File: src/rtl/pipe_stage_buf.sv
// Generic pipeline stage register with valid/ready handshake, flush, ctrl bubbling and stall counter.
// Optional skid entry (registered in_ready) enabled by defining PIPE_SKID_EN.
module pipe_stage_buf #(
  parameter int unsigned CTRL_W = 8,
  parameter int unsigned DATA_W = 64,
  parameter int unsigned CNT_W  = 16
) (
  input  logic              clk,
  input  logic              reset,
  input  logic              flush,
  input  logic              in_valid,
  output logic              in_ready,
  input  logic [CTRL_W-1:0] in_ctrl,
  input  logic [DATA_W-1:0] in_data,
  output logic              out_valid,
  input  logic              out_ready,
  output logic [CTRL_W-1:0] out_ctrl,
  output logic [DATA_W-1:0] out_data,
  output logic [CNT_W-1:0]  stall_cnt
);

  logic in_xfer;
  logic stalled;

  // Entries offered during a flush are dropped even if in_ready reads 1.
  assign in_xfer = in_valid & in_ready & ~flush;
  assign stalled = out_valid & ~out_ready;

`ifdef PIPE_SKID_EN
  logic              skid_valid;
  logic [CTRL_W-1:0] skid_ctrl;
  logic [DATA_W-1:0] skid_data;

  assign in_ready = ~skid_valid;

  // Main entry refills from skid first so ordering is preserved.
  always_ff @(posedge clk or negedge reset) begin
    if (!reset) begin
      out_valid  <= 1'b0;
      out_ctrl   <= '0;
      out_data   <= '0;
      skid_valid <= 1'b0;
      skid_ctrl  <= '0;
      skid_data  <= '0;
    end else if (flush) begin
      out_valid  <= 1'b0;
      out_ctrl   <= '0;
      skid_valid <= 1'b0;
      skid_ctrl  <= '0;
    end else if (!stalled) begin
      if (skid_valid) begin
        out_valid  <= 1'b1;
        out_ctrl   <= skid_ctrl;
        out_data   <= skid_data;
        skid_valid <= 1'b0;
        skid_ctrl  <= '0;
      end else if (in_xfer) begin
        out_valid <= 1'b1;
        out_ctrl  <= in_ctrl;
        out_data  <= in_data;
      end else if (out_valid) begin
        out_valid <= 1'b0;
        out_ctrl  <= '0;
      end
    end else if (in_xfer) begin
      skid_valid <= 1'b1;
      skid_ctrl  <= in_ctrl;
      skid_data  <= in_data;
    end
  end
`else
  assign in_ready = ~out_valid | out_ready;

  // Single entry: load on accept, bubble ctrl on drain, hold everything on stall.
  always_ff @(posedge clk or negedge reset) begin
    if (!reset) begin
      out_valid <= 1'b0;
      out_ctrl  <= '0;
      out_data  <= '0;
    end else if (flush) begin
      out_valid <= 1'b0;
      out_ctrl  <= '0;
    end else if (in_xfer) begin
      out_valid <= 1'b1;
      out_ctrl  <= in_ctrl;
      out_data  <= in_data;
    end else if (out_valid && out_ready) begin
      out_valid <= 1'b0;
      out_ctrl  <= '0;
    end
  end
`endif

  // Saturating count of stalled cycles; only reset clears it.
  always_ff @(posedge clk or negedge reset) begin
    if (!reset) begin
      stall_cnt <= '0;
    end else if (stalled && (stall_cnt != {CNT_W{1'b1}})) begin
      stall_cnt <= stall_cnt + CNT_W'(1);
    end
  end

endmodule

File: config.mk
export PLATFORM = sky130hd
export DESIGN_NAME = pipe_stage_buf
export DESIGN_NICKNAME = d
export VERILOG_FILES = /design/src/rtl/pipe_stage_buf.sv
export SDC_FILE = /design/constraint.sdc
export NUM_CORES = 1
export LEC_CHECK = 0
export ABC_CLOCK_PERIOD_IN_PS = 2150
export CAP_MARGIN = 10
export CORE_UTILIZATION = 41
export CTS_CLUSTER_SIZE = 20
export DETAILED_ROUTE_END_ITERATION = 16
export HOLD_SLACK_MARGIN = 0.05
export PLACE_DENSITY_LB_ADDON = 0.15
export RECOVER_POWER = 25
export SKIP_LAST_GASP = 1
export SLEW_MARGIN = 10
export SYNTH_ARGS = -nofsm -noshare
export SYNTH_HDL_FRONTEND = slang
export SYNTH_SLANG_ARGS = --single-unit
File: constraint.sdc
create_clock -name clk -period 2.15 [get_ports clk]
set_clock_uncertainty 0.1 [all_clocks]
set_input_delay 0.43 -clock clk [delete_from_list [all_inputs] [get_ports clk]]
set_output_delay 0.43 -clock clk [all_outputs]
set_load 0.01 [all_outputs]
==> run_summary.xml <==
<?xml version="1.0" encoding="UTF-8"?>
<metrics>
  <group name="run_status">
    <metric name="status" unit="">complete, no violations</metric>
  </group>
  <group name="flow_run">
    <metric name="maxCapViolations" unit="">0</metric>
  </group>
  <group name="worst_setup_path">
    <metric name="critPathKind" unit="">input port to output port</metric>
    <metric name="required" unit="ns">1.62</metric>
    <metric name="rr_endpoint" unit="">stall_cnt[1]$_DFFE_PN0P_</metric>
    <metric name="worstSetupStartpointType" unit="">input port</metric>
    <metric name="endpoint" unit="">in_ready</metric>
    <metric name="origin_of_the_worst_setup_path" unit="">out_ready</metric>
    <metric name="endpoint_kind" unit="">output port</metric>
    <metric name="crit-reg2reg-launch" unit="">stall_cnt[0]$_DFFE_PN0P_</metric>
    <metric name="worst_r2r_path_depth" unit="">4</metric>
    <metric name="setup.reg_to_reg.worst_slack" unit="ns">0.23</metric>
    <metric name="path_max_fanout" unit="">3</metric>
    <metric name="worst_ep_arrival_time" unit="ns">1.48</metric>
  </group>
  <group name="timing">
    <metric name="final_hold_viol_count" unit="">0</metric>
    <metric name="final_min_period_over_clock_period" unit="%">93.5</metric>
    <metric name="setup_viol" unit="">0</metric>
    <metric name="fmax" unit="MHz">498</metric>
    <metric name="fin_crit" unit="ns">2.01</metric>
    <metric name="final_critical_path_setup_slack" unit="ns">0.140</metric>
    <metric name="final_max_slew_viol_count" unit="">0</metric>
    <metric name="rsz0062_at_grt" unit="">false</metric>
    <metric name="worst_hold_margin" unit="ns">0.407</metric>
    <metric name="max_slew.worst_pin.slew" unit="ns">0.938</metric>
    <metric name="slew_headroom" unit="%">37.5</metric>
  </group>
  <group name="grt">
    <metric name="vias_in_the_first_global_route" unit="">2502</metric>
    <metric name="grt_util_all_layers" unit="%">18.7</metric>
    <metric name="grt_first_pass_wirelength" unit="um">12700</metric>
    <metric name="largest_net_degree_at_the_start_of_global_routing" unit="">54</metric>
    <metric name="grt-ovfl-total" unit="">0</metric>
    <metric name="antenna_found_initial" unit="">0</metric>
  </group>
  <group name="detailed_routing">
    <metric name="drt_first_iter_violations" unit="">57</metric>
    <metric name="antenna_left" unit="">0</metric>
    <metric name="routed_wire_length_per_instance" unit="um">15.7</metric>
    <metric name="firstDrtPassIters" unit="">4</metric>
    <metric name="vias" unit="">2550</metric>
    <metric name="detail_route.drc_violations" unit="">0</metric>
    <metric name="drt-vias-per-instance" unit="">4.90</metric>
    <metric name="routed_wirelength" unit="um">8170</metric>
  </group>
  <group name="placement">
    <metric name="place.port_buffers" unit="">166</metric>
    <metric name="dpl_worst_slack" unit="ns">-0.154</metric>
    <metric name="placed_cell_count" unit="">504</metric>
    <metric name="finalWeightedCongestion" unit="">0.885</metric>
    <metric name="dp_wirelength" unit="um">6160</metric>
  </group>
  <group name="yosys">
    <metric name="async_reset_ff_share" unit="%">100</metric>
    <metric name="synth.top_cells.by_area" unit="">dfrtp_1 63%, mux2_2 20%, xor2_1 2.2%</metric>
    <metric name="mappedNetlistNets" unit="">306</metric>
    <metric name="library_cell_occupying_the_most_area_in_the_post_synthesis_netlist" unit="">dfrtp_1</metric>
    <metric name="synth_common_cells" unit="">89 x dfrtp_1, 64 x mux2_2, 9 x nor2_1, 9 x xor2_1, 8 x a22o_1</metric>
    <metric name="synth.most_common_cell" unit="">dfrtp_1</metric>
    <metric name="synth_edf_count" unit="">0</metric>
    <metric name="postSynthRegisterBits" unit="">89</metric>
    <metric name="synthDistinctLibCells" unit="">30</metric>
    <metric name="synth.yosys.seq_area_share" unit="%">63.0</metric>
    <metric name="avgSynthCellArea" unit="um2">15.5</metric>
    <metric name="yosysTopAreaCellShare" unit="%">63.0</metric>
    <metric name="synth_ff_type" unit="">dfrtp_1</metric>
    <metric name="yosys_warnings" unit="">0</metric>
    <metric name="netlist_instances" unit="">228</metric>
    <metric name="netlist_area" unit="um2">3540</metric>
  </group>
  <group name="pwr">
    <metric name="power.sequential.fraction" unit="%">46.2</metric>
    <metric name="cell_internal_pwr" unit="mW">3.39</metric>
    <metric name="netSwitchingFraction" unit="%">25.7</metric>
    <metric name="totalPowerFinal" unit="mW">4.56</metric>
    <metric name="lkg_pwr" unit="nW">2.37</metric>
    <metric name="share_comb_of_total_power" unit="%">27.2</metric>
    <metric name="peakVddDrop" unit="V">0.000567</metric>
    <metric name="power_switching" unit="mW">1.17</metric>
    <metric name="power_density" unit="nW/um2">812</metric>
    <metric name="pwr-share-clk" unit="%">26.6</metric>
  </group>
  <group name="floorplan">
    <metric name="dieWidth" unit="um">94.9</metric>
    <metric name="initial_utilization" unit="%">42.6</metric>
    <metric name="placement_rows" unit="">33</metric>
    <metric name="die_area" unit="um2">9000</metric>
    <metric name="design.portCount" unit="">167</metric>
    <metric name="chipHeight" unit="um">94.9</metric>
    <metric name="placeableCoreArea" unit="um2">8300</metric>
  </group>
  <group name="clocking">
    <metric name="clock_latency" unit="ns">0.34</metric>
    <metric name="h-tree-depth" unit="">3</metric>
    <metric name="clockRootBuffer" unit="">clkbuf_8</metric>
    <metric name="clock_sinks" unit="">89</metric>
    <metric name="clk_pin_slew" unit="ns">0.07</metric>
    <metric name="cts_setup_buffers" unit="">0</metric>
    <metric name="clock_path_buffers" unit="">2</metric>
    <metric name="total_clock_buffers_created_by_cts" unit="">9</metric>
    <metric name="tritoncts" unit="">built</metric>
  </group>
  <group name="layout">
    <metric name="n_antenna_cell" unit="">0</metric>
    <metric name="finalNetCount" unit="">489</metric>
    <metric name="fraction_of_layout_instances_using_a_drive_strength_above_1" unit="%">23.6</metric>
    <metric name="cell_count_final_fillers_out" unit="">520</metric>
    <metric name="syn_to_final_growth" unit="%">59.0</metric>
    <metric name="combined_area_of_the_multi_input_logic_cells" unit="um2">1250</metric>
    <metric name="area.sequential" unit="um2">2230</metric>
    <metric name="nFillCells" unit="">643</metric>
  </group>
  <group name="hold_path">
    <metric name="holdCritPathClass" unit="">register to register</metric>
  </group>
</metrics>
==> stage by stage <==
step	TNS, ns	utilization [%]	cell area (um2)
floorplan	0	-	3540
global placement	-6.21	65.2	5410
detailed placement	-8.53	65.2	5410
CTS	0	67.8	5630
global route	0	67.8	5620
finish	0	67.8	5620
==> worst max-delay path: stages <==
cell	delay [ns]
clkdlybuf4s50_1	0.48
and2b_1	0.22
inv_1	0.08
dlygate4sd2_1	0.26
==> worst min-delay path by stage <==
stage / endpoint / startpoint / slack, ns / cells after the start
2_1_floorplan: out_ctrl[0]$_DFFE_PN0P_ / reset / 0.03 / 0
3_3_place_gp: out_data[39]$_DFFE_PN0P_ / reset / 0.32 / 1
3_5_place_dp: out_data[39]$_DFFE_PN0P_ / reset / 0.32 / 1
4_1_cts: out_ctrl[2]$_DFFE_PN0P_ / out_ctrl[2]$_DFFE_PN0P_ / 0.41 / 1
5_1_grt: out_data[0]$_DFFE_PN0P_ / out_data[0]$_DFFE_PN0P_ / 0.43 / 1
6_report: out_ctrl[2]$_DFFE_PN0P_ / out_ctrl[2]$_DFFE_PN0P_ / 0.41 / 1
==> layout by cell type (no fill, tap or decap), drive strengths merged, types with 2 or more instances in the layout <==
master           n
inv              2
nor4             3
xnor2            5
and3             2
clkbuf          12
nand3            4
clkdlybuf4s50  164
nor3b            2
o2111ai          3
mux2            65
nor2             9
buf             12
nand2            4
clkinv           2
xor2             9
a22o             8
dfrtp           89
bufinv           2
nand4            3
nor3             3
==> cell type report <==
type	instances	share of cell area (%)
flip-flops and latches	89	39.6
repair buffers	180	32.0
multi-input cells	129	22.3
well taps	105	2.34
clock buffers	10	2.27
clock inverters	5	1.45
inverters	2	0.134
==> flip-flops by register name, summed over array words and instances (netlist names) <==
register / flops
out_valid: 1
out_data: 64
stall_cnt: 16
out_ctrl: 8
==> power groups by stage <==
stage / Combinational [mW] / Sequential [mW] / Clock (mW)
CTS: 1.26 / 2.11 / 1.25
floorplan: 0.336 / 2.26 / 0
global placement: 1.24 / 2.14 / 0
detailed placement: 1.25 / 2.15 / 0
finish: 1.24 / 2.11 / 1.21
global route: 1.33 / 2.15 / 1.33
==> repair_timing <==
| item | in CTS | in global routing |
|---|---|---|
| hold endpoints to repair | 36 | 0 |
| hold buffers | 1 | 0 |
| resized for setup | 1 | 0 |
| endpoints found under the setup margin | 1 | 0 |
==> metal layers <==
layer	GRT usage, %	routed length, um
met1	24.3	3450
met2	29.1	3840
met3	6.76	790
met4	5.68	91
met5	0	0
==> cell families after synthesis <==
| family | count (synthesis) | synth area share [%] |
|---|---|---|
| muxes | 65 | 20.8 |
| and+or+nand+nor | 35 | 6.69 |
| buffers and inverters | 10 | 1.77 |
| AOI/OAI and AO/OA | 14 | 3.93 |
| xor gates and xnor gates | 14 | 3.47 |
| adders and majority gates | 1 | 0.354 |
| DFF | 89 | 63.0 |
Note: power is estimated with default switching activity, not from simulation.
